`src/rtl/aiken_pkg.sv`:
```
// Shared definitions for the BCD-to-Aiken word sequencer.
//   state_e              : sequencer states (IDLE / CONV / HOLD)
//   AIKEN_NDIG_DEFAULT   : default number of BCD digits per word
//   AIKEN_INVALID_NIBBLE : code emitted for a digit outside 0..9
package aiken_pkg;

    typedef enum logic [1:0] {
        IDLE = 2'd0,
        CONV = 2'd1,
        HOLD = 2'd2
    } state_e;

    localparam int unsigned AIKEN_NDIG_DEFAULT   = 4;
    localparam logic [3:0]  AIKEN_INVALID_NIBBLE = 4'b0000;

endpackage

```
`src/rtl/aiken_word_seq_b2aik.sv`:
```
// b2aik: combinational single-digit BCD to Aiken (2421) converter.
//   bcd     : input BCD digit
//   aiken   : 2421 code (0-4 unchanged, 5-9 -> value+6), invalid code for 10-15
//   invalid : digit was greater than 9
module b2aik
    import aiken_pkg::*;
(
    input  logic [3:0] bcd,
    output logic [3:0] aiken,
    output logic       invalid
);

    always_comb begin
        invalid = 1'b0;
        aiken   = bcd;
        if (bcd > 4'd9) begin
            invalid = 1'b1;
            aiken   = AIKEN_INVALID_NIBBLE;
        end else if (bcd > 4'd4) begin
            aiken = bcd + 4'd6;
        end
    end

endmodule

```
`src/rtl/aiken_word_seq.sv`:
```
// aiken_word_seq: converts a word of NDIG BCD digits into Aiken (2421) code,
// one digit per cycle through a single shared b2aik converter.
//   clk, rst_n              : clock, synchronous active-low reset
//   in_valid/in_ready/in_word
//                           : input handshake; accepted only in IDLE
//   out_valid/out_ready     : output handshake; result held in HOLD
//   out_aiken               : converted word, same digit order as in_word
//   out_err_mask, out_err   : per-digit invalid flags and their OR
//   err_cnt                 : saturating count of delivered words with out_err
module aiken_word_seq
    import aiken_pkg::*;
#(
    parameter int unsigned NDIG = AIKEN_NDIG_DEFAULT,
    parameter int unsigned CNTW = 8
) (
    input  logic              clk,
    input  logic              rst_n,
    input  logic              in_valid,
    output logic              in_ready,
    input  logic [4*NDIG-1:0] in_word,
    output logic              out_valid,
    input  logic              out_ready,
    output logic [4*NDIG-1:0] out_aiken,
    output logic [NDIG-1:0]   out_err_mask,
    output logic              out_err,
    output logic [CNTW-1:0]   err_cnt
);

    localparam int unsigned IDXW = (NDIG > 1) ? $clog2(NDIG) : 1;

    state_e            state_q, state_d;
    logic [IDXW-1:0]   idx_q, idx_d;
    logic [4*NDIG-1:0] word_q, word_d;
    logic [4*NDIG-1:0] aiken_q, aiken_d;
    logic [NDIG-1:0]   mask_q, mask_d;
    logic              err_q, err_d;
    logic              valid_q, valid_d;
    logic              ready_q, ready_d;
    logic [CNTW-1:0]   cnt_q, cnt_d;

    logic [3:0]        cur_digit;
    logic [3:0]        cur_nibble;
    logic              cur_invalid;

    always_comb begin
        cur_digit = '0;
        for (int unsigned i = 0; i < NDIG; i++) begin
            if (idx_q == IDXW'(i)) cur_digit = word_q[4*i +: 4];
        end
    end

    b2aik u_b2aik (
        .bcd     (cur_digit),
        .aiken   (cur_nibble),
        .invalid (cur_invalid)
    );

    always_comb begin
        state_d = state_q;
        idx_d   = idx_q;
        word_d  = word_q;
        aiken_d = aiken_q;
        mask_d  = mask_q;
        err_d   = err_q;
        cnt_d   = cnt_q;
        case (state_q)
            IDLE: begin
                if (in_valid && ready_q) begin
                    word_d  = in_word;
                    idx_d   = '0;
                    state_d = CONV;
                end
            end
            CONV: begin
                for (int unsigned i = 0; i < NDIG; i++) begin
                    if (idx_q == IDXW'(i)) begin
                        aiken_d[4*i +: 4] = cur_nibble;
                        mask_d[i]         = cur_invalid;
                    end
                end
                // Tracks the mask as it fills, so it is final on entry to HOLD.
                err_d = |mask_d;
                idx_d = idx_q + 1'b1;
                if (idx_q == IDXW'(NDIG - 1)) state_d = HOLD;
            end
            HOLD: begin
                if (out_ready) begin
                    state_d = IDLE;
                    if (err_q && (cnt_q != '1)) cnt_d = cnt_q + 1'b1;
                end
            end
            default: state_d = IDLE;
        endcase
        // Handshake flags are registered copies of the next state.
        valid_d = (state_d == HOLD);
        ready_d = (state_d == IDLE);
    end

    always_ff @(posedge clk) begin
        if (!rst_n) begin
            state_q <= IDLE;
            idx_q   <= '0;
            word_q  <= '0;
            aiken_q <= '0;
            mask_q  <= '0;
            err_q   <= 1'b0;
            valid_q <= 1'b0;
            ready_q <= 1'b1;
            cnt_q   <= '0;
        end else begin
            state_q <= state_d;
            idx_q   <= idx_d;
            word_q  <= word_d;
            aiken_q <= aiken_d;
            mask_q  <= mask_d;
            err_q   <= err_d;
            valid_q <= valid_d;
            ready_q <= ready_d;
            cnt_q   <= cnt_d;
        end
    end

    assign in_ready     = ready_q;
    assign out_valid    = valid_q;
    assign out_aiken    = aiken_q;
    assign out_err_mask = mask_q;
    assign out_err      = err_q;
    assign err_cnt      = cnt_q;

endmodule

```
`config.mk`:
```
export PLATFORM = sky130hd
export DESIGN_NAME = aiken_word_seq
export DESIGN_NICKNAME = d
export VERILOG_FILES = /design/src/rtl/aiken_pkg.sv /design/src/rtl/aiken_word_seq_b2aik.sv /design/src/rtl/aiken_word_seq.sv
export SDC_FILE = /design/constraint.sdc
export NUM_CORES = 1
export LEC_CHECK = 0
export ABC_CLOCK_PERIOD_IN_PS = 3000
export BUFFER_PORTS_ARGS = -buffer_cell sky130_fd_sc_hd__buf_4
export CAP_MARGIN = 20
export CORE_MARGIN = 2
export CORE_UTILIZATION = 45
export CTS_CLUSTER_DIAMETER = 50
export CTS_CLUSTER_SIZE = 28
export DETAILED_ROUTE_END_ITERATION = 8
export PLACE_DENSITY = 0.78
export SKIP_LAST_GASP = 1
export SYNTH_ARGS = -nofsm -noshare
export SYNTH_HDL_FRONTEND = slang
export SYNTH_HIERARCHICAL = 1
export SYNTH_SLANG_ARGS = --single-unit
```
`constraint.sdc`:
```
create_clock -name clk -period 3 [get_ports clk]
set_input_delay 0.45 -clock clk [delete_from_list [all_inputs] [get_ports clk]]
set_output_delay 0.45 -clock clk [all_outputs]
set_load 0.01 [all_outputs]
```
Word level (Yosys, flattened, before mapping)
Index checks and enable logic that the tools add are counted.
- equal/unequal tests: 8
- mux-type cells: 21
- reduce and logical (&&, ||, !) cells: 14
- add/subtract/negate cells: 3
- order comparisons: 2
- operator list (operator ; count):
    $mux 4 ; 6
    $reduce_and 2->1 ; 6
    $mux 1 ; 9
    $add 8x1->8 const B ; 1
    $eq 2x2->1 const B ; 4
    $mux 2 ; 4
    $ne 8x8->1 const B ; 1
    $logic_not 2->1 ; 3
    $pmux 2 s3 ; 1
    $add 4x3->4 const B ; 1
    $eq 2x1->1 const B ; 2
    $gt 4x3->1 const B ; 1
    $gt 4x4->1 const B ; 1
    $pmux 2 s2 ; 1
    $reduce_or 4->1 ; 1
    $reduce_and 3->1 ; 1
    $add 2x1->2 const B ; 1
    $logic_and 1x1->1 ; 2
    $ne 2x2->1 const B ; 1
    $reduce_bool 2->1 ; 1
- word-level logic and storage cells: 60
- input port bits: 20
- output and inout port bits: 31
- register bits after elaboration: 51

Depth between registers and ports, before layout
- depth after elaboration: 10
- gate-level depth with buffers: 14
- depth with buffers taken out: 12

Cells and area by module
The synthesis kept the hierarchy.
- by module, submodules not included (module ; sequential area each (um^2) ; instances ; area an instance (um^2) ; cells each):
    aiken_word_seq ; 1021.0 ; 1 ; 2127.0 ; 272
    b2aik ; 0.0 ; 1 ; 135.1 ; 17

Worst setup path before layout
OpenSTA, ideal clock, no wires.
- path type: flip-flop to flip-flop
- start point: register idx_q[0]
- end point: register aiken_q[6], in the netlist out_aiken[6]
- data required time: 2.868 ns
- period minus slack after synthesis: 2.717 ns
- path slack: 0.283 ns
- arrival time: 2.585 ns
- library setup time: 0.132 ns
- stages on the path, launching flop included: 14
- buffers on the path: 1
- cell sequence: dfxtp_1 inv_1 ha_1 clkbuf_1 nand3b_1 a21oi_1 a21oi_1 o21ai_0 inv_1 ha_1 nor3b_1 or3_1 nand3_1 a21oi_1
- cells in the longest elaborated chain, start to end: 8
- elaborated cells on any way between the ends: 14
- those cells by class: add/sub (1); order compare (2); eq/ne (3); mux (6); reduce/logical (2)
- RTL lines (element ; RTL line ; text):
    from (decl) ; aiken_word_seq.sv:32 ; logic [IDXW-1:0] idx_q, idx_d;
    from (signal assigned) ; aiken_word_seq.sv:112 ; idx_q <= idx_d;
    $logic_not 2->1 ; aiken_word_seq.sv:48 ; if (idx_q == IDXW'(i)) cur_digit = word_q[4*i +: 4];
    $mux 4 (3 in series) ; aiken_word_seq.sv:48 ;
    $mux 4 (*) ; aiken_word_seq.sv:48 ;
    net cur_digit[1] ; aiken_word_seq.sv:41 ; logic [3:0] cur_digit;
    $add 4x3->4 / $gt 4x3->1 (equally long branches) ; aiken_word_seq_b2aik.sv:20, aiken_word_seq_b2aik.sv:19 ;
    $mux 4 ; aiken_word_seq_b2aik.sv:19 ; end else if (bcd > 4'd4) begin
    $mux 4 (*) ; aiken_word_seq_b2aik.sv:16 ; if (bcd > 4'd9) begin
    net cur_nibble[2] ; aiken_word_seq.sv:42 ; logic [3:0] cur_nibble;
    to (signal assigned) ; aiken_word_seq.sv:114 ; aiken_q <= aiken_d;
    to (decl) ; aiken_word_seq.sv:34 ; logic [4*NDIG-1:0] aiken_q, aiken_d;
Mark *: on every way through the listed nets, which the timed path passes. The rest lies on a longest branch.
A chain may end at the register's enable or synchronous reset.

Final worst setup path
- start point: register idx_q[1]
- end point: register aiken_q[6], in the netlist out_aiken[6]
The elaborated chain is that of the path after synthesis.

==> results.yml <==
outcome:
  status: "finished, final reports clean"
routing:
  totalWireLength_mm: 5.01
  drtIter0Drc: 105
  vias: 2116
  wl_per_cell_um: 12.5
  via_per_inst: 5.30
  ant_nets: 0
  drtPass1Iterations: 4
  drc: 0
power_and_ir_drop:
  max-vdd-ir-drop_v: 0.000197
  powerDensity_mw_per_mm2: 457
  p_leak_nw: 1.04
clocking:
  path_clk_slew_ns: 0.08
  post_cts_resized: 0
  clock_path_buffers: 2
  clk_latency_ns: 0.29
  cts.sinks: 51
  ctsHoldBuffers: 0
  cts_tree: "done"
  cts_htree_levels: 2
  cts_setup_buffers: 0
  cts_inserted_buffers: 5
  cts-root-buf: "clkbuf_8"
die:
  core_mm2: 0.00479
  core.rowCount: 25
  die_area_mm2: 0.00561
  die_y_um: 74.9
  ios: 51
  initial_core_util_pct: 47.3
  die_w_um: 74.9
worst_setup_path:
  cp.arrival_ns: 2.90
  crit_start: "idx_q[1]"
  worstReg2RegEnd: "out_aiken[6]"
  reg2regPathDepth: 12
  crit_path_end_kind: "flip-flop"
  start_kind: "flip-flop"
  rrSetupSlack_ns: 0.29
  crit_path_max_fanout: 16
  critPathKind: "reg -> reg"
  cp.required_ns: 3.19
  reg2reg_from: "idx_q[1]"
sta:
  hold_viol_final: 0
  worst_pin_slew_ns: 0.857
  drv_slew: 0
  worst_slew_margin_rel_pct: 42.5
  rsz0062_at_grt: "false"
  post-route-min-period_ns: 2.71
  fin_skew_ns: 0.00369
  fmax_mhz: 369
  finalSetupViolations: 0
  tns_ns: 0
  post-route-period-util_pct: 90.3
placement:
  dp.cells: 393
  numPortBuffers: 50
  hpwl_mm: 3.61
  routabilityCongestion: 0.838
global_routing:
  first_global_vias: 1940
  grt_max_degree: 26
  grt_pass1_wl_mm: 8.43
  grt_antenna_before_repair: 0
  overflow: 0
  grt_usage_pct: 19.1
synthesis:
  syn_area_mm2: 0.00226
  synth-edff-count: 0
  synthArstFlopShare_pct: 0
  syn_nets: 315
  synth_top_area_share_pct: 45.1
  synth_area_per_cell_um2: 7.83
  synth.distinct_cells: 38
  yosys.area.top_type: "dfxtp_1"
  synth_cells: 289
  yosysWarnings: 6
  synthTopCellsByArea: "dfxtp_1 45%, nand2_1 12%, a21oi_1 12%, nand3_1 5.3%, ha_1 3.3%"
  ys_seq_elements: 51
  ys_seq_area_share_pct: 45.1
  ys.flop_type: "dfxtp_1"
finish:
  syn2layout_area_growth_pct: 21.6
  fin_cells: 399
  drive_above_1_share_pct: 19.3
  antenna_cells: 0
  fillCellCount: 471
  fin_nets: 359
job:
  drv_cap: 0
min_path:
  hp-start: "in_word[11]"
  worstHoldPathCells: 3
  hold_path_class: "in -> reg"
  worst_hold_path.endpoint: "word_q[11]"
[layout by cell type (no fill, tap or decap), types with 5 or more instances in the layout]
cell type	Yosys	routed
dfxtp_1	51	51
nor2_1	5	5
a21oi_1	52	52
inv_1	10	10
nand3b_1	5	5
ha_1	6	6
o21ai_0	8	8
nand2_1	70	70
buf_4	0	56
nand3_1	24	24
clkbuf_8	0	5
[Yosys cell counts (all sizes together) (3+ instances only)]
cell type and n:
or3 3, o21ai 9, nand3b 5, ha 6, a21oi 52, dfxtp 51
nand2 70, buf 11, inv 10, o31ai 3, nor2 5, nand3 24
nand2b 3, clkbuf 8
[registers in the layout, indices dropped and copies added, names as in the netlist]
register / count
in_ready: 1
state_q: 2
out_err: 1
out_aiken: 16
out_valid: 1
idx_q: 2
err_cnt: 8
word_q: 16
out_err_mask: 4
[worst max-delay path, stage by stage (launching register included)]
cell and delay (ns):
dfxtp_1 0.38, inv_1 0.08, ha_1 0.36, nand3b_1 0.24, a21oi_1 0.16, a21oi_1 0.05
o21ai_0 0.23, inv_1 0.11, ha_1 0.31, nor3b_1 0.05, or3_1 0.46, nand3_1 0.12
a21oi_1 0.07
[metrics by stage]
| stage | setup WS, ns | utilization, % | total power [mW] | hold slack [ns] | instance area (µm²) |
|---|---|---|---|---|---|
| after global routing | 0.00375 | 57.5 | 1.31 | 0.399 | 2750 |
| final | 0.290 | 57.5 | 1.26 | 0.396 | 2750 |
| after detailed placement | 0.305 | 56.0 | 0.916 | 0.450 | 2680 |
| after floorplan | 0.283 | - | 0.854 | 0.436 | 2260 |
| after CTS | 0.294 | 57.5 | 1.27 | 0.393 | 2750 |
| after global placement | 0.401 | 56.0 | 0.911 | 0.443 | 2680 |
[final cells by class]
| type | count | area, µm² | share of cell area [%] |
|---|---|---|---|
| Tap cell | 67 | 83.8 | 3.05 |
| Timing Repair Buffer | 56 | 420 | 15.3 |
| Clock buffer | 6 | 72.6 | 2.64 |
| Multi-Input combinational cell | 209 | 1120 | 40.6 |
| Inverter | 10 | 37.5 | 1.36 |
| Sequential cell | 51 | 1020 | 37.1 |
[metal layers]
| metal | routed length [µm] | up-vias | GRT usage [%] | part of all wire, % |
|---|---|---|---|---|
| met2 | 2390 | 54 | 32.6 | 48 |
| met3 | 289 | 5 | 4.28 | 5.8 |
| met1 | 2270 | 978 | 24.3 | 45 |
| met4 | 56 | 0 | 5.36 | 1.1 |
| met5 | 0 | - | 0 | 0 |
| li1 | - | 1079 | - | - |
[report_power, final]
group / total [mW] / internal (mW) / switching (mW)
combinational: 0.183 / 0.0731 / 0.110
sequential: 0.717 / 0.701 / 0.0159
clock: 0.357 / 0.156 / 0.201
[worst max-delay path by stage]
stage | end | slack, ns | depth (start not counted)
final | out_aiken[6] | 0.29 | 12
after global routing | out_aiken[10] | 0.004 | 12
after CTS | out_aiken[14] | 0.29 | 12
after detailed placement | out_aiken[14] | 0.31 | 12
after global placement | out_aiken[6] | 0.40 | 12
after floorplan | out_aiken[6] | 0.28 | 13
[kinds of logic (layout without fill, tap and decap cells)]
| logic type | count (synthesis) | in the layout | synth area share, % |
|---|---|---|---|
| and+or+nand+nor | 127 | 127 | 27.0 |
| AOI/OAI and AO/OA | 74 | 74 | 18.1 |
| DFF | 51 | 51 | 45.1 |
| buffers and inverters | 29 | 72 | 5.53 |
| adders and majority gates | 6 | 6 | 3.32 |
| xor gates and xnor gates | 1 | 1 | 0.387 |
| muxes | 1 | 1 | 0.442 |
(Power assumes the default switching activity.)
